`src/rtl/spec_free_list.sv`:
```
`default_nettype none
// +--------------------------------------------------------------------------+
// | spec_free_list: speculative physical-tag free list, 4 pops/4 pushes per  |
// | cycle, one-cycle refill to full on recovery.                             |
// | Revision: 1.0                                                            |
// +--------------------------------------------------------------------------+
module spec_free_list #(
  parameter int PHYS_REGS = 96,
  parameter int ARCH_REGS = 32,
  parameter int PHYS_LOG  = 7,
  parameter int DEPTH     = PHYS_REGS - ARCH_REGS,
  parameter int DEPTH_LOG = 6
) (
  input  logic                 clk,
  input  logic                 reset,
  input  logic                 reqValid0_i,
  input  logic                 reqValid1_i,
  input  logic                 reqValid2_i,
  input  logic                 reqValid3_i,
  output logic [PHYS_LOG-1:0]  freePhyReg0_o,
  output logic [PHYS_LOG-1:0]  freePhyReg1_o,
  output logic [PHYS_LOG-1:0]  freePhyReg2_o,
  output logic [PHYS_LOG-1:0]  freePhyReg3_o,
  output logic                 freeListEmpty_o,
  input  logic                 releasedValid0_i,
  input  logic                 releasedValid1_i,
  input  logic                 releasedValid2_i,
  input  logic                 releasedValid3_i,
  input  logic [PHYS_LOG-1:0]  releasedPhyMap0_i,
  input  logic [PHYS_LOG-1:0]  releasedPhyMap1_i,
  input  logic [PHYS_LOG-1:0]  releasedPhyMap2_i,
  input  logic [PHYS_LOG-1:0]  releasedPhyMap3_i,
  input  logic                 recoverFlag_i,
  output logic [DEPTH_LOG:0]   freeCount_o,
  output logic                 overflow_o
);

  localparam int c_SLOTS = 4;

  logic [PHYS_LOG-1:0]  r_entry [DEPTH];
  logic [DEPTH_LOG-1:0] r_headPtr;
  logic [DEPTH_LOG-1:0] r_tailPtr;
  logic [DEPTH_LOG:0]   r_count;
  logic                 r_overflow;

  logic [c_SLOTS-1:0]   w_req;
  logic [c_SLOTS-1:0]   w_relValid;
  logic [PHYS_LOG-1:0]  w_relTag   [c_SLOTS];
  logic [DEPTH_LOG-1:0] w_readIdx  [c_SLOTS];
  logic [DEPTH_LOG-1:0] w_writeIdx [c_SLOTS];
  logic [c_SLOTS-1:0]   w_writeEn;
  logic [2:0]           w_reqCnt;
  logic [2:0]           w_popCnt;
  logic [2:0]           w_pushReq;
  logic [2:0]           w_pushCnt;
  logic [DEPTH_LOG:0]   w_room;
  logic [DEPTH_LOG-1:0] w_tailNext;
  logic                 w_empty;
  logic                 w_ovfNow;

  assign w_req      = {reqValid3_i, reqValid2_i, reqValid1_i, reqValid0_i};
  assign w_relValid = {releasedValid3_i, releasedValid2_i, releasedValid1_i, releasedValid0_i};
  assign w_relTag[0] = releasedPhyMap0_i;
  assign w_relTag[1] = releasedPhyMap1_i;
  assign w_relTag[2] = releasedPhyMap2_i;
  assign w_relTag[3] = releasedPhyMap3_i;

  always_comb begin
    w_empty    = r_count < (DEPTH_LOG+1)'(c_SLOTS);
    w_reqCnt   = '0;
    w_pushReq  = '0;
    w_pushCnt  = '0;
    w_writeEn  = '0;
    for (int k = 0; k < c_SLOTS; k++) begin
      w_readIdx[k] = r_headPtr + DEPTH_LOG'(w_reqCnt);
      w_reqCnt     = w_reqCnt + 3'(w_req[k]);
    end
    // Recovery rebuilds the head from the tail, so no tag is consumed that cycle.
    w_popCnt = (w_empty || recoverFlag_i) ? 3'd0 : w_reqCnt;
    w_room   = (DEPTH_LOG+1)'(DEPTH) - r_count + (DEPTH_LOG+1)'(w_popCnt);
    for (int k = 0; k < c_SLOTS; k++) begin
      w_writeIdx[k] = r_tailPtr + DEPTH_LOG'(w_pushCnt);
      if (w_relValid[k]) begin
        if ((DEPTH_LOG+1)'(w_pushReq) < w_room) begin
          w_writeEn[k] = 1'b1;
          w_pushCnt    = w_pushCnt + 3'd1;
        end
        w_pushReq = w_pushReq + 3'd1;
      end
    end
    w_ovfNow   = (w_pushReq != w_pushCnt);
    w_tailNext = r_tailPtr + DEPTH_LOG'(w_pushCnt);
  end

  always_ff @(posedge clk or negedge reset) begin
    if (!reset) begin
      for (int i = 0; i < DEPTH; i++) begin
        r_entry[i] <= PHYS_LOG'(ARCH_REGS + i);
      end
      r_headPtr  <= '0;
      r_tailPtr  <= '0;
      r_count    <= (DEPTH_LOG+1)'(DEPTH);
      r_overflow <= 1'b0;
    end else begin
      for (int k = 0; k < c_SLOTS; k++) begin
        if (w_writeEn[k]) begin
          r_entry[w_writeIdx[k]] <= w_relTag[k];
        end
      end
      r_tailPtr <= w_tailNext;
      if (recoverFlag_i) begin
        r_headPtr <= w_tailNext;
        r_count   <= (DEPTH_LOG+1)'(DEPTH);
      end else begin
        r_headPtr <= r_headPtr + DEPTH_LOG'(w_popCnt);
        r_count   <= r_count + (DEPTH_LOG+1)'(w_pushCnt) - (DEPTH_LOG+1)'(w_popCnt);
      end
      if (w_ovfNow) begin
        r_overflow <= 1'b1;
      end
    end
  end

  assign freePhyReg0_o   = r_entry[w_readIdx[0]];
  assign freePhyReg1_o   = r_entry[w_readIdx[1]];
  assign freePhyReg2_o   = r_entry[w_readIdx[2]];
  assign freePhyReg3_o   = r_entry[w_readIdx[3]];
  assign freeListEmpty_o = w_empty;
  assign freeCount_o     = r_count;
  assign overflow_o      = r_overflow;

endmodule
`default_nettype wire

```
`config.mk`:
```
export PLATFORM = sky130hd
export DESIGN_NAME = spec_free_list
export DESIGN_NICKNAME = d
export VERILOG_FILES = /design/src/rtl/spec_free_list.sv
export SDC_FILE = /design/constraint.sdc
export NUM_CORES = 2
export LEC_CHECK = 0
export ABC_AREA = 0
export CORE_MARGIN = 2
export CORE_UTILIZATION = 35
export DETAILED_ROUTE_END_ITERATION = 10
export PLACE_DENSITY = 0.57
export SYNTH_ARGS = -nofsm -noshare
export SYNTH_HDL_FRONTEND = slang
export SYNTH_SLANG_ARGS = --single-unit
```
`constraint.sdc`:
```
create_clock -name clk -period 11.96 [get_ports clk]
set_input_delay 1.196 -clock clk [delete_from_list [all_inputs] [get_ports clk]]
set_output_delay 1.196 -clock clk [all_outputs]
set_load 0.01 [all_outputs]
```
Word-level counts from Yosys, hierarchy flattened
Cells that the tools add are included.

cells by class
  add/sub/neg operators = 21
  multipliers = 0
  div/mod/pow operators = 0
  $lt $le $gt $ge = 17
  eq/ne operators = 1
  shifts and indexed selects = 0
  multiplexer cells = 51
  bitwise logic cells = 8
  reduce and logical (&&, ||, !) cells = 5

operators with widths
  operator                                                   number
  bitwise mux 448 bit                                        4
  2-to-1 mux 448 bit                                         4
  binary-select mux 7 bit (select 6 bit)                     4
  demux 7 bit (select 6 bit)                                 4
  2-to-1 mux 7 bit                                           13
  greater-or-equal comparator 7 bit (second input constant)  8
  inverter 6 -> 7 bit                                        8
  adder 6 x 3 -> 6 bit                                       6
  2-to-1 mux 3 bit                                           10
  < comparator 7 x 1 -> 1 bit (second input constant)        4
  < comparator 3 x 7 -> 1 bit                                3
  adder 3 x 1 -> 3 bit (second input constant)               6
  adder 7 x 3 -> 7 bit                                       2
  2-to-1 mux 1 bit                                           11
  < comparator 1 x 7 -> 1 bit (first input constant)         1
  < comparator 7 x 3 -> 1 bit (second input constant)        1
  subtractor 7 x 3 -> 7 bit                                  1
  subtractor 7 bit (first input constant)                    1
  adder 6 x 1 -> 6 bit                                       1
  adder 6 x 2 -> 6 bit                                       1
  2-to-1 mux 6 bit                                           1
  logical AND 1 bit                                          4
  adder 2 x 1 -> 3 bit                                       1
  adder 3 x 1 -> 3 bit                                       1
  other kinds (3)                                            3

storage, ports and cells
  register bits after elaboration = 468
  latch bits = 0
  bits in writable memories = 0
  bits in read-only memories = 0
  input bits = 39
  word-level logic and storage cells = 171
  memories kept = 0

Longest topological paths before layout
  word-level depth = 22
  gate-level depth with buffers = 35

Least setup slack after synthesis
No wires, ideal clock.

  kind = input to register
  start = in reqValid0_i
  end = reg r_entry[217] (netlist bit)
  library setup time = 0.137 ns
  data arrival time = 7.927 ns
  required time = 11.823 ns
  setup slack = 3.895 ns
  cell stages on the path = 30
  cell sequence = fa_1 -> ha_1 -> fa_1 -> nand2_1 -> inv_1 -> ha_1 -> nand3b_1 -> nand2_1 -> mux2_2 -> buf_6 -> nor4_4 -> buf_4 -> buf_6 -> nor2_1 -> ha_1 -> nand2_1 -> o31a_1 -> inv_1 -> ha_1 -> mux2_2 -> ha_1 -> a21o_1 -> a21oi_2 -> xor2_2 -> buf_2 -> o211ai_1 -> nor3_1 -> nor3_1 -> a22oi_1 -> o21ai_0

on the way
  longest elaborated chain between the ends = 22
  elaborated cells between the ends (all ways) = 53
  those cells by class = add/sub: 9; order compare: 10; mux: 28; bitwise: 3; reduce/logical: 3

RTL lines
  element                                                                                                        RTL line  RTL
  from (decl)                                                                                                    16        input logic reqValid0_i,
  adder 1 x 1 -> 2 bit *                                                                                         76        w_reqCnt = w_reqCnt + 3'(w_req[k]);
  adder 2 x 1 -> 3 bit *                                                                                         76
  adder 3 x 1 -> 3 bit *                                                                                         76
  2-to-1 mux 3 bit *                                                                                             79        w_popCnt = (w_empty || recoverFlag_i) ? 3'd0 : w_reqCnt;
  adder 7 x 3 -> 7 bit *                                                                                         80        w_room = (DEPTH_LOG+1)'(DEPTH) - r_count + (DEPTH_LOG+1)'(w_popCnt);
  < comparator 1 x 7 -> 1 bit                                                                                    84        if ((DEPTH_LOG+1)'(w_pushReq) < w_room) begin
  2-to-1 mux 1 bit                                                                                               84
  2-to-1 mux 1 bit                                                                                               83        if (w_relValid[k]) begin
  [6 not listed]                                                                                                 -
  adder 6 x 3 -> 6 bit                                                                                           82        w_writeIdx[k] = r_tailPtr + DEPTH_LOG'(w_pushCnt);
  inverter 6 -> 7 bit (implied by the code)                                                                      107       r_entry[w_writeIdx[k]] <= w_relTag[k];
  greater-or-equal comparator 7 bit (implied by the code) / < comparator 7 x 1 -> 1 bit (equally long branches)  107
  logical AND 1 bit (implied by the code)                                                                        107
  2-to-1 mux 7 bit (implied by the code)                                                                         107
  demux 7 bit (select 6 bit)                                                                                     107
  bitwise mux 448 bit                                                                                            107
  2-to-1 mux 448 bit *                                                                                           106       if (w_writeEn[k]) begin
  to (signal, indexed assignment)                                                                                98        r_entry[i] <= PHYS_LOG'(ARCH_REGS + i);
  to (signal, indexed assignment)                                                                                107
  to (decl)                                                                                                      40        logic [PHYS_LOG-1:0] r_entry [DEPTH];

Mark *: on every way between the ends. The rest lies on a longest branch, timed or not.
A chain may end at the register's enable or synchronous reset.

Worst setup path after layout
  start = in reqValid0_i
  end = reg r_entry[231] (netlist bit)

The elaborated chain is that of the path after synthesis.

==> impl_results.md <==
- Outcome: finished, violations left
- Violations in the final reports: max-capacitance violations, max-slew violations
- Power Internal: 9.73 mW
- Number of nets with antenna violations after routing: 0
- Post-route clock period utilization: between 70% and 80%
- Share of the yosys chip area belonging to registers: approximately 25%
- Net Sw Power: between 9 and 10 mW
- Deepest level of the CTS H-tree: 2
- Final Hold Slack: ~500 ps
- Number of instances in the synthesized netlist: around 4300
- Clock transition at path regs: roughly 60 ps
- Master of the slowest instance on the critical path: sky130_fd_sc_hd__nor2_1
- Total of flip-flops plus latches after synthesis: 468
- Mapped cell area: around 47000 um2
- Vertical die dimension: ~370 um
- IO Port Bufs: 75
- Effective utilization at floorplan: about a third
- Relative max-transition margin: -0.630%
- Worst path required time: around 13000 ps
- Detailed-route via count: about 47000
- Top cell by count, worst path: sky130_fd_sc_hd__ha_1
- Maximum vdd drop: around 0.23 mV
- Boundary Pins: 76
- Post-CTS repair timing setup buffer count: 0
- Post-cts gate resize count: 0
- Worst-Skew Late Latency: roughly 740 ps
- Final global-route overflow total: 0
- Multi-input combinational cell area: ~33000 um2
- Standard cell core area: approximately 130000 um2
- Number of sinks handled by clock tree synthesis: ~470
- Syn_nets: between 4000 and 5000
- Number of flops mapped to enable cells by yosys: 0
- WP data arrival: approximately 10000 ps
- CTS tree: built
- Share of total power in combinational logic: a little over two thirds
- Area enclosed by the die boundary: approximately 140000 um2
- Total of hold buffers inserted after clock tree synthesis: 0
- Setup repair after global routing missed its margin: false
- Mean number of vias per cell: between 7 and 8
- Area grow syn2layout: 8.45%
- CTS Buffer Depth: 3
- Overall Global Routing Usage: ~36%
- Clock share of power: approximately 10%
- Fillers: 12913
- Hold violation count in the final report: 0
- Inst Count DP: roughly 5800
- Switch share: roughly half
- Largest net degree at the start of global routing: 140
- Sequential group share of total power: 20.4%
- Final HPWL DP: about 170 mm
- Share of cells above drive strength 1: 31.4%
- Crit path kind: input port to register
- Initial antenna violation count: 22
- Cell chosen for the clock root: sky130_fd_sc_hd__clkbuf_16
- GP Congestion: 1.07
- Achievable clock frequency: about 110 MHz
- Power, Total: between 15 and 20 mW
- Number of global-route vias before repair: between 40000 and 50000
- Endpoint kind of the worst setup timing path: register
- Number of warnings printed during yosys synthesis: 0
- Non-filler cells in the finished layout: between 5000 and 6000
- Avg Inst Size Synth: 10.9 um2
- Detailed-routing iteration count for the pre-antenna-repair pass: 10
- Flip-flop cell with the highest count after synthesis: sky130_fd_sc_hd__dfrtp_1
- Async S/R FF share, synth: between 90% and 100%
- Cts bufs inserted: 60
- DRT iter0 DRCs: 8893
- Detailed-route wire length per cell: 42.8 um
- Longest individual stage delay on the worst path: 940 ps
- Wire length of the first global-routing pass: 350 mm
- Leakage power: 18.6 nW
- Count of distinct cell types in the synthesized netlist: between 70 and 80
- Setup-violating endpoint count in the final report: 0
- Total length of routed wires: 253 mm
- Number of nets in the final layout: 4181
- Areal power density over the cells: ~380 nW/um2
- Final Critical Period: roughly 9400 ps
- Number of cell rows: 134
- Number of max-slew violations in the final report: 6
- Maximum fanout encountered on the critical timing path: 11
- Critical path startpoint category: input port
- Worst hold path type: input port to asynchronous set/reset pin
- Sum Neg Setup Slack: 0 ps
- Max-capacitance violation count: 1
- DRC errors left: 0
- Worst Tran Pin Value: between 1500 and 2000 ps
- Chip width: 371 um
- Footprint of the flip-flops and latches: around 12000 um2
- Setup Skew: 44.6 ps
[routing by layer]
metal | GRT usage, % | part of all wire [%] | wire length, um
met1 | 43.5 | 34 | 84700
met2 | 48.8 | 40 | 101000
met3 | 17.5 | 17 | 43900
met4 | 25.2 | 9.0 | 22800
met5 | 1.85 | 0.21 | 522
[through the flow]
| step | util (%) | setup slack (ps) | area, um2 |
|---|---|---|---|
| finish | 38.3 | 2600 | 51200 |
| global route | 38.3 | 2170 | 51200 |
| CTS | 38.3 | 2920 | 51200 |
| detailed placement | 36.8 | 2190 | 49200 |
| global placement | 36.8 | 2250 | 49200 |
| floorplan | - | 3900 | 47300 |
[placed cells by master (no fill, tap or decap), types with 11 or more instances in the layout]
cell type	Yosys	routed
sky130_fd_sc_hd__and3_1	16	16
sky130_fd_sc_hd__nor2_1	459	458
sky130_fd_sc_hd__or4_1	35	34
sky130_fd_sc_hd__mux2_2	119	119
sky130_fd_sc_hd__nand4_1	13	13
sky130_fd_sc_hd__nand3_1	51	50
sky130_fd_sc_hd__nor4_4	29	29
sky130_fd_sc_hd__o211ai_1	11	11
sky130_fd_sc_hd__nor3_2	33	36
sky130_fd_sc_hd__a21o_1	27	27
sky130_fd_sc_hd__clkbuf_1	324	16
sky130_fd_sc_hd__inv_1	36	36
sky130_fd_sc_hd__clkbuf_8	0	14
sky130_fd_sc_hd__xnor2_1	30	24
sky130_fd_sc_hd__clkbuf_16	0	61
sky130_fd_sc_hd__nand2_1	111	111
sky130_fd_sc_hd__nor2b_1	36	36
sky130_fd_sc_hd__mux2i_1	298	298
sky130_fd_sc_hd__mux4_2	588	588
sky130_fd_sc_hd__a21oi_1	54	54
sky130_fd_sc_hd__a22oi_1	168	168
sky130_fd_sc_hd__o21ai_1	76	77
sky130_fd_sc_hd__and2_1	19	19
sky130_fd_sc_hd__clkdlybuf4s50_1	0	46
sky130_fd_sc_hd__a221oi_1	13	13
sky130_fd_sc_hd__o22ai_1	24	24
sky130_fd_sc_hd__or3_1	19	16
sky130_fd_sc_hd__o21ai_0	273	272
sky130_fd_sc_hd__a221o_1	270	270
sky130_fd_sc_hd__a211oi_1	285	285
sky130_fd_sc_hd__a22o_1	11	11
sky130_fd_sc_hd__xor2_1	19	18
sky130_fd_sc_hd__dfstp_2	225	225
sky130_fd_sc_hd__buf_4	5	129
sky130_fd_sc_hd__dfrtp_1	243	238
sky130_fd_sc_hd__nor3_1	90	87
sky130_fd_sc_hd__ha_1	48	44
sky130_fd_sc_hd__clkinv_2	0	12
[synthesized netlist by cell type, drive strengths merged (16+ instances only)]
cell type	number	area [um2]
o21ai	351	1760
or4	35	263
nor2	460	1730
a211oi	285	2140
nor2b	36	225
nand2	112	423
mux4	588	13200
dfstp	225	5910
a21o	27	203
a21oi	57	297
buf	166	790
or3	19	119
a22oi	168	1260
and3	16	100
mux2	123	1390
clkbuf	325	1220
xor2	20	183
dfrtp	243	6080
a221o	270	2700
nand3	51	255
o22ai	24	150
ha	48	601
nor3	123	781
and2	19	119
mux2i	299	3000
inv	37	139
xnor2	32	295
nor4	42	736
[area by class of cell]
type                       instances  area share, %
tap                             1768           4.32
antenna                            8         0.0391
timing repair buffer             186           3.00
inverter                          37          0.273
clock buffer                      91           3.47
sequential                       468           23.4
multi-input combinational       3329           65.0
clock inverter                    23          0.469
[cells by family after synthesis]
kind of cell,after synthesis,synth area share [%]
adder cells (fa/ha/maj),60,1.78
AND/OR/NAND/NOR,952,10.6
flip-flops,468,25.4
XOR/XNOR,53,1.06
multiplexers,1010,37.3
buffers and inverters,528,4.55
AO/OA/AOI/OAI,1254,19.3
[critical path: cells and delay by family]
kind | cells | cell delay [ps]
compound gates | 5 | 1270
fa+ha+maj | 7 | 2750
buf+inv | 2 | 610
mux | 2 | 1010
simple gates | 10 | 3090
[path summary, 6_finish.rpt]
path                                           to  slack, ps  cells after the start                startpoint
setup / recovery           r_entry[231]$_DFF_PN0_       2600                     26               reqValid0_i
hold / removal             r_entry[124]$_DFF_PN0_        490                      1                     reset
setup reg to reg           r_entry[231]$_DFF_PN0_       3630                     28  freeCount_o[3]$_DFF_PN0_
hold reg to reg            overflow_o$_DFFE_PN0P_        510                      1    overflow_o$_DFFE_PN0P_
max in group asynchronous  r_headPtr[1]$_DFF_PN0_       9010                      3                     reset
min in group clk           overflow_o$_DFFE_PN0P_        510                      1    overflow_o$_DFFE_PN0P_
[registers in the layout (all words and copies together) (netlist names)]
signal / cells
r_entry: 448
freeCount_o: 7
r_headPtr: 6
overflow_o: 1
r_tailPtr: 6
[power groups by stage]
stage	Clock, mW	Sequential, mW	Combinational (mW)
2_1_floorplan	0	3.16	8.47
3_3_place_gp	0	3.84	12.8
3_5_place_dp	0	3.87	12.8
4_1_cts	1.95	3.87	12.9
5_1_grt	2.01	4.01	13.7
6_report	1.96	4.02	13.7
(Power assumes the default switching activity.)
